$ cat config.mk
export PLATFORM = sky130hd
export DESIGN_NAME = serial_max_frame_ctrl_flat
export DESIGN_NICKNAME = d
export VERILOG_FILES = /design/src/rtl/serial_max_frame_ctrl_if.sv /design/src/rtl/serial_max_frame_ctrl.sv /design/src/flat_wrapper.sv
export SDC_FILE = /design/constraint.sdc
export NUM_CORES = 1
export LEC_CHECK = 0
export BUFFER_PORTS_ARGS = -buffer_cell sky130_fd_sc_hd__buf_2
export CORE_MARGIN = 2
export CORE_UTILIZATION = 40
export CTS_CLUSTER_SIZE = 24
export DETAILED_ROUTE_END_ITERATION = 10
export SETUP_SLACK_MARGIN = 0.3
export SYNTH_ARGS = -nofsm -noshare
export SYNTH_HDL_FRONTEND = slang
export SYNTH_SLANG_ARGS = --single-unit
$ cat constraint.sdc
create_clock -name clk -period 2.05 [get_ports clk]
set_input_delay 0.1025 -clock clk [delete_from_list [all_inputs] [get_ports clk]]
set_output_delay 0.1025 -clock clk [all_outputs]
set_load 0.02 [all_outputs]
$ cat src/rtl/serial_max_frame_ctrl_if.sv
// Sample-stream and frame-result handshake bundle for serial_max_frame_ctrl.
// The producer/consumer side uses master; the controller uses slave.
interface serial_max_frame_ctrl_if #(
    parameter int WIDTH     = 4,
    parameter int IDX_WIDTH = 3
);
    logic                 in_valid;
    logic                 in_ready;
    logic [WIDTH-1:0]     in_data;
    logic                 in_last;
    logic                 out_valid;
    logic                 out_ready;
    logic [WIDTH-1:0]     out_max;
    logic [IDX_WIDTH-1:0] out_index;
    logic [IDX_WIDTH:0]   out_count;
    logic                 out_forced;

    modport master (
        output in_valid, in_data, in_last, out_ready,
        input  in_ready, out_valid, out_max, out_index, out_count, out_forced
    );

    modport slave (
        input  in_valid, in_data, in_last, out_ready,
        output in_ready, out_valid, out_max, out_index, out_count, out_forced
    );
endinterface

$ cat src/rtl/serial_max_frame_ctrl.sv
// Frame controller for a signed running-maximum datapath over a valid/ready
// sample stream; reports max, first index of max, count and forced-close flag.
//
//   state | meaning
//   IDLE  | waiting for the first sample of a frame
//   ACCUM | frame open, folding samples into the running max
//   HOLD  | result presented on the out port, input stalled
module serial_max_frame_ctrl #(
    parameter int WIDTH     = 4,
    parameter int IDX_WIDTH = 3,
    parameter int MAX_LEN   = 8
) (
    input logic               clk,
    input logic               rst,
    input logic               clear,
    serial_max_frame_ctrl_if.slave bus
);
    localparam logic signed [WIDTH-1:0] MIN_VAL = {1'b1, {(WIDTH-1){1'b0}}};
    localparam logic [IDX_WIDTH:0]      LEN_LIM = (IDX_WIDTH+1)'(MAX_LEN);
    localparam logic [IDX_WIDTH:0]      CNT_ONE = (IDX_WIDTH+1)'(1);

    typedef enum logic [1:0] {
        IDLE  = 2'd0,
        ACCUM = 2'd1,
        HOLD  = 2'd2
    } state_t;

    state_t                  state, state_nxt;
    logic signed [WIDTH-1:0] run_max, run_max_nxt;
    logic [IDX_WIDTH-1:0]    run_idx, run_idx_nxt;
    logic [IDX_WIDTH:0]      run_cnt, run_cnt_nxt;

    logic signed [WIDTH-1:0] res_max, res_max_nxt;
    logic [IDX_WIDTH-1:0]    res_idx, res_idx_nxt;
    logic [IDX_WIDTH:0]      res_cnt, res_cnt_nxt;
    logic                    res_forced, res_forced_nxt;

    logic                    in_ready_int;
    logic                    accept;
    logic                    close;
    logic                    close_forced;
    logic [IDX_WIDTH:0]      cnt_inc;
    logic signed [WIDTH-1:0] sample;

    assign in_ready_int = !rst && (state != HOLD);
    assign accept       = bus.in_valid && in_ready_int;
    assign cnt_inc      = run_cnt + CNT_ONE;
    assign sample       = $signed(bus.in_data);

    always_ff @(posedge clk or posedge rst) begin
        if (rst) begin
            state      <= IDLE;
            run_max    <= MIN_VAL;
            run_idx    <= '0;
            run_cnt    <= '0;
            res_max    <= MIN_VAL;
            res_idx    <= '0;
            res_cnt    <= '0;
            res_forced <= 1'b0;
        end else begin
            state      <= state_nxt;
            run_max    <= run_max_nxt;
            run_idx    <= run_idx_nxt;
            run_cnt    <= run_cnt_nxt;
            res_max    <= res_max_nxt;
            res_idx    <= res_idx_nxt;
            res_cnt    <= res_cnt_nxt;
            res_forced <= res_forced_nxt;
        end
    end

    always_comb begin
        state_nxt      = state;
        run_max_nxt    = run_max;
        run_idx_nxt    = run_idx;
        run_cnt_nxt    = run_cnt;
        res_max_nxt    = res_max;
        res_idx_nxt    = res_idx;
        res_cnt_nxt    = res_cnt;
        res_forced_nxt = res_forced;
        close          = 1'b0;
        close_forced   = 1'b0;

        case (state)
            IDLE: begin
                if (accept) begin
                    run_max_nxt = sample;
                    run_idx_nxt = '0;
                    run_cnt_nxt = CNT_ONE;
                    if (bus.in_last || MAX_LEN == 1) begin
                        close        = 1'b1;
                        close_forced = !bus.in_last;
                    end else begin
                        state_nxt = ACCUM;
                    end
                end
            end
            ACCUM: begin
                if (accept) begin
                    // strict compare so ties keep the earlier index
                    if (sample > run_max) begin
                        run_max_nxt = sample;
                        run_idx_nxt = run_cnt[IDX_WIDTH-1:0];
                    end
                    run_cnt_nxt = cnt_inc;
                    if (bus.in_last || cnt_inc == LEN_LIM) begin
                        close        = 1'b1;
                        close_forced = !bus.in_last;
                    end
                end
            end
            HOLD: begin
                if (bus.out_ready) begin
                    state_nxt   = IDLE;
                    run_max_nxt = MIN_VAL;
                    run_idx_nxt = '0;
                    run_cnt_nxt = '0;
                end
            end
            default: begin
                state_nxt   = IDLE;
                run_max_nxt = MIN_VAL;
                run_idx_nxt = '0;
                run_cnt_nxt = '0;
            end
        endcase

        if (close) begin
            state_nxt      = HOLD;
            res_max_nxt    = run_max_nxt;
            res_idx_nxt    = run_idx_nxt;
            res_cnt_nxt    = run_cnt_nxt;
            res_forced_nxt = close_forced;
        end

        // abort wins over any transfer in the same cycle; result data is kept
        if (clear) begin
            state_nxt      = IDLE;
            run_max_nxt    = MIN_VAL;
            run_idx_nxt    = '0;
            run_cnt_nxt    = '0;
            res_max_nxt    = res_max;
            res_idx_nxt    = res_idx;
            res_cnt_nxt    = res_cnt;
            res_forced_nxt = res_forced;
        end
    end

    assign bus.in_ready   = in_ready_int;
    assign bus.out_valid  = (state == HOLD);
    assign bus.out_max    = res_max;
    assign bus.out_index  = res_idx;
    assign bus.out_count  = res_cnt;
    assign bus.out_forced = res_forced;
endmodule

$ cat src/flat_wrapper.sv
// flat-port wrapper written by rule: the top's interface ports become plain ports
module serial_max_frame_ctrl_flat 
#(
    parameter int WIDTH     = 4,
    parameter int IDX_WIDTH = 3,
    parameter int MAX_LEN   = 8
)
  (clk, rst, clear, bus_in_valid, bus_in_data, bus_in_last, bus_out_ready, bus_in_ready, bus_out_valid, bus_out_max, bus_out_index, bus_out_count, bus_out_forced);
  serial_max_frame_ctrl_if #(.WIDTH(WIDTH), .IDX_WIDTH(IDX_WIDTH)) bus_i ();
  input logic clk;
  input logic rst;
  input logic clear;
  input wire logic [$bits(bus_i.in_valid)-1:0] bus_in_valid;
  input wire logic [$bits(bus_i.in_data)-1:0] bus_in_data;
  input wire logic [$bits(bus_i.in_last)-1:0] bus_in_last;
  input wire logic [$bits(bus_i.out_ready)-1:0] bus_out_ready;
  output wire logic [$bits(bus_i.in_ready)-1:0] bus_in_ready;
  output wire logic [$bits(bus_i.out_valid)-1:0] bus_out_valid;
  output wire logic [$bits(bus_i.out_max)-1:0] bus_out_max;
  output wire logic [$bits(bus_i.out_index)-1:0] bus_out_index;
  output wire logic [$bits(bus_i.out_count)-1:0] bus_out_count;
  output wire logic [$bits(bus_i.out_forced)-1:0] bus_out_forced;
  assign bus_i.in_valid = bus_in_valid;
  assign bus_i.in_data = bus_in_data;
  assign bus_i.in_last = bus_in_last;
  assign bus_i.out_ready = bus_out_ready;
  assign bus_in_ready = bus_i.in_ready;
  assign bus_out_valid = bus_i.out_valid;
  assign bus_out_max = bus_i.out_max;
  assign bus_out_index = bus_i.out_index;
  assign bus_out_count = bus_i.out_count;
  assign bus_out_forced = bus_i.out_forced;
  serial_max_frame_ctrl #(.WIDTH(WIDTH), .IDX_WIDTH(IDX_WIDTH), .MAX_LEN(MAX_LEN)) u_core (.clk(clk), .rst(rst), .clear(clear), .bus(bus_i));
endmodule
**Word-level counts from Yosys, hierarchy flattened**

Index checks and enable logic that the tools add are counted.

- Add/sub/neg operators: 1
- $lt $le $gt $ge: 1
- Equality and inequality tests: 8
- Mux-type cells: 33
- Bitwise operators: 1
- Reductions and logical operators: 8

Operators by type and width:

| kind | number |
|---|---|
| two-way mux 4 bit | 9 |
| case mux 4 bit (3 select lines) | 2 |
| two-way mux 3 bit | 5 |
| two-way mux 2 bit | 5 |
| case mux 3 bit (3 select lines) | 1 |
| two-way mux 1 bit | 8 |
| != test 4 x 3 -> 1 bit (second input constant) | 2 |
| case mux 2 bit (3 select lines) | 1 |
| adder 4 x 1 -> 4 bit (second input constant) | 1 |
| equality test 4 bit (second input constant) | 1 |
| > comparator 4 bit | 1 |
| != test 4 x 2 -> 1 bit (second input constant) | 1 |
| case mux 1 bit (2 select lines) | 2 |
| AND reduction 4 bit | 1 |
| != test 3 x 2 -> 1 bit (second input constant) | 1 |
| equality test 2 x 1 -> 1 bit (second input constant) | 1 |
| equality test 2 bit (second input constant) | 1 |
| logical AND 1 bit | 2 |
| zero test 1 bit | 2 |
| zero test 2 bit | 1 |
| != test 2 bit (second input constant) | 1 |
| AND reduction 2 bit | 1 |
| logical OR 1 bit | 1 |
| inverter 1 bit | 1 |

- Register bits: 25
- Input bits: 10
- Output and inout bits: 14
- Word-level logic and storage cells: 60

**Depth between registers and ports, before layout**

- Depth in word-level cells: 8
- Gate-level depth with buffers: 9
- Mapped depth without buffers: 8

**Worst setup path after synthesis**

Ideal clock, no wire load.

- Kind: register -> register
- Start: reg u_core.run_max[3]
- End: reg u_core.run_idx[2]
- Library setup time: 0.122 ns
- Data arrival time: 1.729 ns
- Data required time: 1.928 ns
- Slack: 0.199 ns
- Stages on the path, launching flop included: 8
- Path buffers: 0
- Clock period less this slack: 1.851 ns
- Path through: dfstp_2 > inv_1 > ha_1 > nand2b_1 > nand2_1 > a31oi_1 > o221ai_1 > a32o_1

- Word-level cells in the longest chain between the ends: 5

Ends and longest elaborated chain:

| what | RTL line | source |
|---|---|---|
| start: declaration | serial_max_frame_ctrl.sv:29 | `logic signed [WIDTH-1:0] run_max, run_max_nxt;` |
| start signal: assignment | serial_max_frame_ctrl.sv:62 | `run_max <= run_max_nxt;` |
| > comparator 4 bit | serial_max_frame_ctrl.sv:101 | `if (sample > run_max) begin` |
| two-way mux 3 bit | serial_max_frame_ctrl.sv:101 |  |
| two-way mux 3 bit | serial_max_frame_ctrl.sv:99 | `if (accept) begin` |
| case mux 3 bit (3 select lines) | serial_max_frame_ctrl.sv:84 | `case (state)` |
| two-way mux 3 bit | serial_max_frame_ctrl.sv:137 | `if (clear) begin` |
| via u_core.run_idx_nxt[2] | serial_max_frame_ctrl.sv:30 | `logic [IDX_WIDTH-1:0] run_idx, run_idx_nxt;` |
| end signal: assignment | serial_max_frame_ctrl.sv:63 | `run_idx <= run_idx_nxt;` |
| end: declaration | serial_max_frame_ctrl.sv:30 |  |

The timed path passes the listed nets, and every way through them passes these cells.
A chain may end at the register's enable or synchronous reset.

**Worst setup path in the final report**

- Start: reg u_core.run_max[3]
- End: reg u_core.res_max[1] (netlist: u_core.bus.out_max[1])

- Word-level cells in the longest chain between the ends: 4

Ends and longest elaborated chain:

| what | RTL line | source |
|---|---|---|
| > comparator 4 bit | serial_max_frame_ctrl.sv:101 |  |
| two-way mux 4 bit | serial_max_frame_ctrl.sv:101 |  |
| two-way mux 4 bit | serial_max_frame_ctrl.sv:99 |  |
| case mux 4 bit (3 select lines) | serial_max_frame_ctrl.sv:84 |  |
| end signal: assignment | serial_max_frame_ctrl.sv:65 | `res_max <= res_max_nxt;` |
| end: declaration | serial_max_frame_ctrl.sv:33 | `logic signed [WIDTH-1:0] res_max, res_max_nxt;` |

Every way passes these cells.

==> impl_metrics.env <==
export IMPL_h_tree_depth=1
export IMPL_hold_slack_ns=0.08045
export IMPL_status="finished clean"
export IMPL_place_congestion=0.8654
export IMPL_cts_inserted_buffers=3
export IMPL_start_util=0.4199
export IMPL_drt_first_pass_iters=4
export IMPL_post_route_drc_count=0
export IMPL_grt_overflow=0
export IMPL_setup_viol=0
export IMPL_syn_area_um2=1549
export IMPL_diodes=0
export IMPL_critPathMaxStageDelay_ns=0.53
export IMPL_crit_chain="inv_2, ha_4, nand4_1, nand2_4, a221oi_4, buf_4, a22oi_1, o31ai_2"
export IMPL_layout_nets=216
export IMPL_setup_tns_final_ns=0
export IMPL_num_fill_cells=370
export IMPL_clk_insertion_delay_late_ns=0.27
export IMPL_grt_pass1_vias=1229
export IMPL_cts_clk_slew_worst_paths_ns=0.09
export IMPL_power_density_nw_per_um2=570.2
export IMPL_max_cap_viol_count=0
export IMPL_viasPerCell=5.534
export IMPL_synth_seq_cells=25
export IMPL_row_count=22
export IMPL_dpl_hpwl_mm=2.658
export IMPL_cts_root_buf="clkbuf_8"
export IMPL_post_route_cells_drive_above_1_share=0.3417
export IMPL_drt_iter0_markers=79
export IMPL_antenna_found_initial=0
export IMPL_grt_max_degree=26
export IMPL_grt_pass1_wl_mm=5.733
export IMPL_yosysWarningCount=0
export IMPL_hp_class="in -> reg"
export IMPL_ir_worst_vdd_uv=227.0
export IMPL_crit_path_top_delay_cell="dfstp_2"
export IMPL_place_inst=233
export IMPL_synth_distinct_cells=42
export IMPL_vias=1367
export IMPL_skew_ns=0.006267
export IMPL_min_period_over_period=0.9307
export IMPL_worstSetupEndpointType="flip-flop"
export IMPL_yosysSeqAreaShare=0.4055
export IMPL_slew_viol_final=0
export IMPL_tritoncts="done"
export IMPL_rsz0062_at_grt="true"
export IMPL_ant_nets=0
export IMPL_wl_per_cell_um=15.58
export IMPL_finalHoldViolCount=0
export IMPL_start_kind="flip-flop"
export IMPL_wirelength_mm=3.848
export IMPL_max_slew_worst_pin_slew_ns=0.3370
export IMPL_cts_buffer_depth=2
export IMPL_io_buffers=23
export IMPL_area_delta_synth_final_pct=24.15
export IMPL_die_y_um=66.23
export IMPL_die_x_um=66.23
export IMPL_clock_sinks=25
export IMPL_core_area_um2=3689
export IMPL_arrival_ns=2.05
export IMPL_pin_count=24
export IMPL_critical_path_class="reg -> reg"
export IMPL_fin_crit_ns=1.908
export IMPL_synth_nets=182
export IMPL_finalNonFillerCells=247
export IMPL_fmax_ghz=0.5241
export IMPL_p_leak_nw=0.8583
export IMPL_syn_inst=166
export IMPL_synth_avg_cell_area_um2=9.331
export IMPL_die_area_um2=4386
export IMPL_grt_usage=0.1713
export IMPL_required_ns=2.20
export IMPL_relSlewSlack=0.7744
export IMPL_cp_max_fo=4
## Yosys cell counts
cell type	instances	area share
nand3b_1	1	0.0048
buf_1	1	0.0024
o21a_1	1	0.0048
a22o_1	1	0.0057
nand2b_1	3	0.012
nand3_1	1	0.0032
a211oi_1	6	0.029
a21oi_1	9	0.029
o21ba_2	1	0.0065
dfstp_2	2	0.034
a21o_4	1	0.0097
nor2b_1	5	0.020
a32o_1	4	0.026
nand2_1	24	0.058
o21ai_2	1	0.0057
nand3_2	1	0.0065
and4bb_2	1	0.0081
and2_1	2	0.0081
and4b_1	1	0.0065
o31a_1	1	0.0057
o221ai_1	1	0.0057
ha_1	6	0.048
mux2i_1	3	0.019
buf_6	3	0.022
o21ai_1	1	0.0032
a221oi_4	1	0.017
dfrtp_1	23	0.37
nand4_1	2	0.0081
inv_1	12	0.029
o31ai_2	3	0.024
o211ai_1	1	0.0048
nor3_1	3	0.0097
a22oi_1	5	0.024
and3_1	1	0.0040
o21ai_0	8	0.026
o221a_2	1	0.0073
nor2_1	15	0.036
buf_2	3	0.0097
o31ai_1	3	0.015
xor2_1	1	0.0057
nor4b_4	1	0.015
a31oi_1	2	0.0081
## repair_timing
item | in CTS | in global routing
gates resized for setup | 5 | 9
setup endpoints to repair | 14 | 19
cloned | 0 | 1
hold endpoints to repair | 23 | 0
pin swaps | 8 | 4
hold buffers | 1 | 0
buffers inserted | 4 | 4
## metrics by stage
stage,utilization,total power [mW],area [um2],setup slack (ns)
after floorplan,-,0.7114,1592,0.2968
after global placement,0.4708,0.7733,1737,0.1365
after detailed placement,0.4708,0.7785,1737,0.08809
after CTS,0.4990,1.090,1841,0.1773
after global routing,0.5214,1.151,1923,0.05970
final,0.5214,1.096,1923,0.1421
## sequential cells by signal, indices dropped and copies added, names as in the netlist
signal and cells:
u_core.bus.out_index 3, u_core.bus.out_count 4, u_core.bus.out_forced 1, u_core.bus.out_max 4, u_core.run_max 4, u_core.run_cnt 4
u_core.run_idx 3, u_core.state 2
## where the power goes
part | internal (mW) | switching, mW | total (mW)
clock | 0.139 | 0.155 | 0.294
sequential | 0.524 | 0.0189 | 0.543
combinational | 0.104 | 0.156 | 0.260
## cell usage in the layout, fill, tap and decap left out, drive strengths merged, types with 2 or more instances in the layout
master / instances
nand4: 2
a21o: 2
a31oi: 2
nand2b: 3
ha: 6
nand2: 24
a22oi: 5
nor2b: 5
and2: 2
a211oi: 6
a32o: 4
a21oi: 9
inv: 12
nand3: 2
mux2i: 3
nor3: 3
dfrtp: 23
dfstp: 2
o31ai: 6
clkbuf: 4
nor2: 15
buf: 34
o21ai: 10
## critical path, delay by kind of cell (launching register included)
kind	cells	cell delay [ns]
simple gates	2	0.37
flops	1	0.53
buf+inv	2	0.21
fa+ha+maj	1	0.27
compound gates	3	0.41
## per-layer routing
metal / part of all wire / up-vias / global-route usage
li1: - / 670 / -
met4: 0.0049 / 0 / 0.04592
met1: 0.47 / 672 / 0.2290
met3: 0.029 / 2 / 0.02044
met5: 0 / - / 0
met2: 0.50 / 23 / 0.2913
## cell type report
cell class                      instances  area [um2]  share of cell area
Clock buffer                            4       45.04             0.02342
Inverter                               12       45.04             0.02342
Multi-Input combinational cell        123       935.9              0.4867
Sequential cell                        25       629.4              0.3273
Tap cell                               48       60.06             0.03123
Timing Repair Buffer                   35       207.7              0.1080
## final timing paths
path | start | end | slack (ns) | cells past startpoint
min in group asynchronous | rst | u_core.state[0]$_DFFE_PP0P_ | 0.49 | 4
worst max register to register | u_core.run_max[3]$_DFF_PP1_ | u_core.bus.out_max[1]$_DFFE_PP0P_ | 0.14 | 8
worst min-delay path | bus_in_data[0] | u_core.run_max[0]$_DFF_PP0_ | 0.08 | 2
max in group asynchronous | rst | u_core.bus.out_max[3]$_DFFE_PP1P_ | 1.26 | 4
worst min register to register | u_core.bus.out_max[3]$_DFFE_PP1P_ | u_core.bus.out_max[3]$_DFFE_PP1P_ | 0.46 | 2
worst max-delay path | u_core.run_max[3]$_DFF_PP1_ | u_core.bus.out_max[1]$_DFFE_PP0P_ | 0.14 | 8
## cells by family (layout without fill, tap and decap cells)
logic type | after synthesis | in the layout | synth area share
flops | 25 | 25 | 0.4055
mux | 3 | 3 | 0.01939
fa+ha+maj | 6 | 6 | 0.04846
buf+inv | 19 | 51 | 0.06300
simple gates | 61 | 61 | 0.2011
xor+xnor | 1 | 1 | 0.005655
compound gates | 51 | 52 | 0.2569
Note: power is estimated with default switching activity, not from simulation.
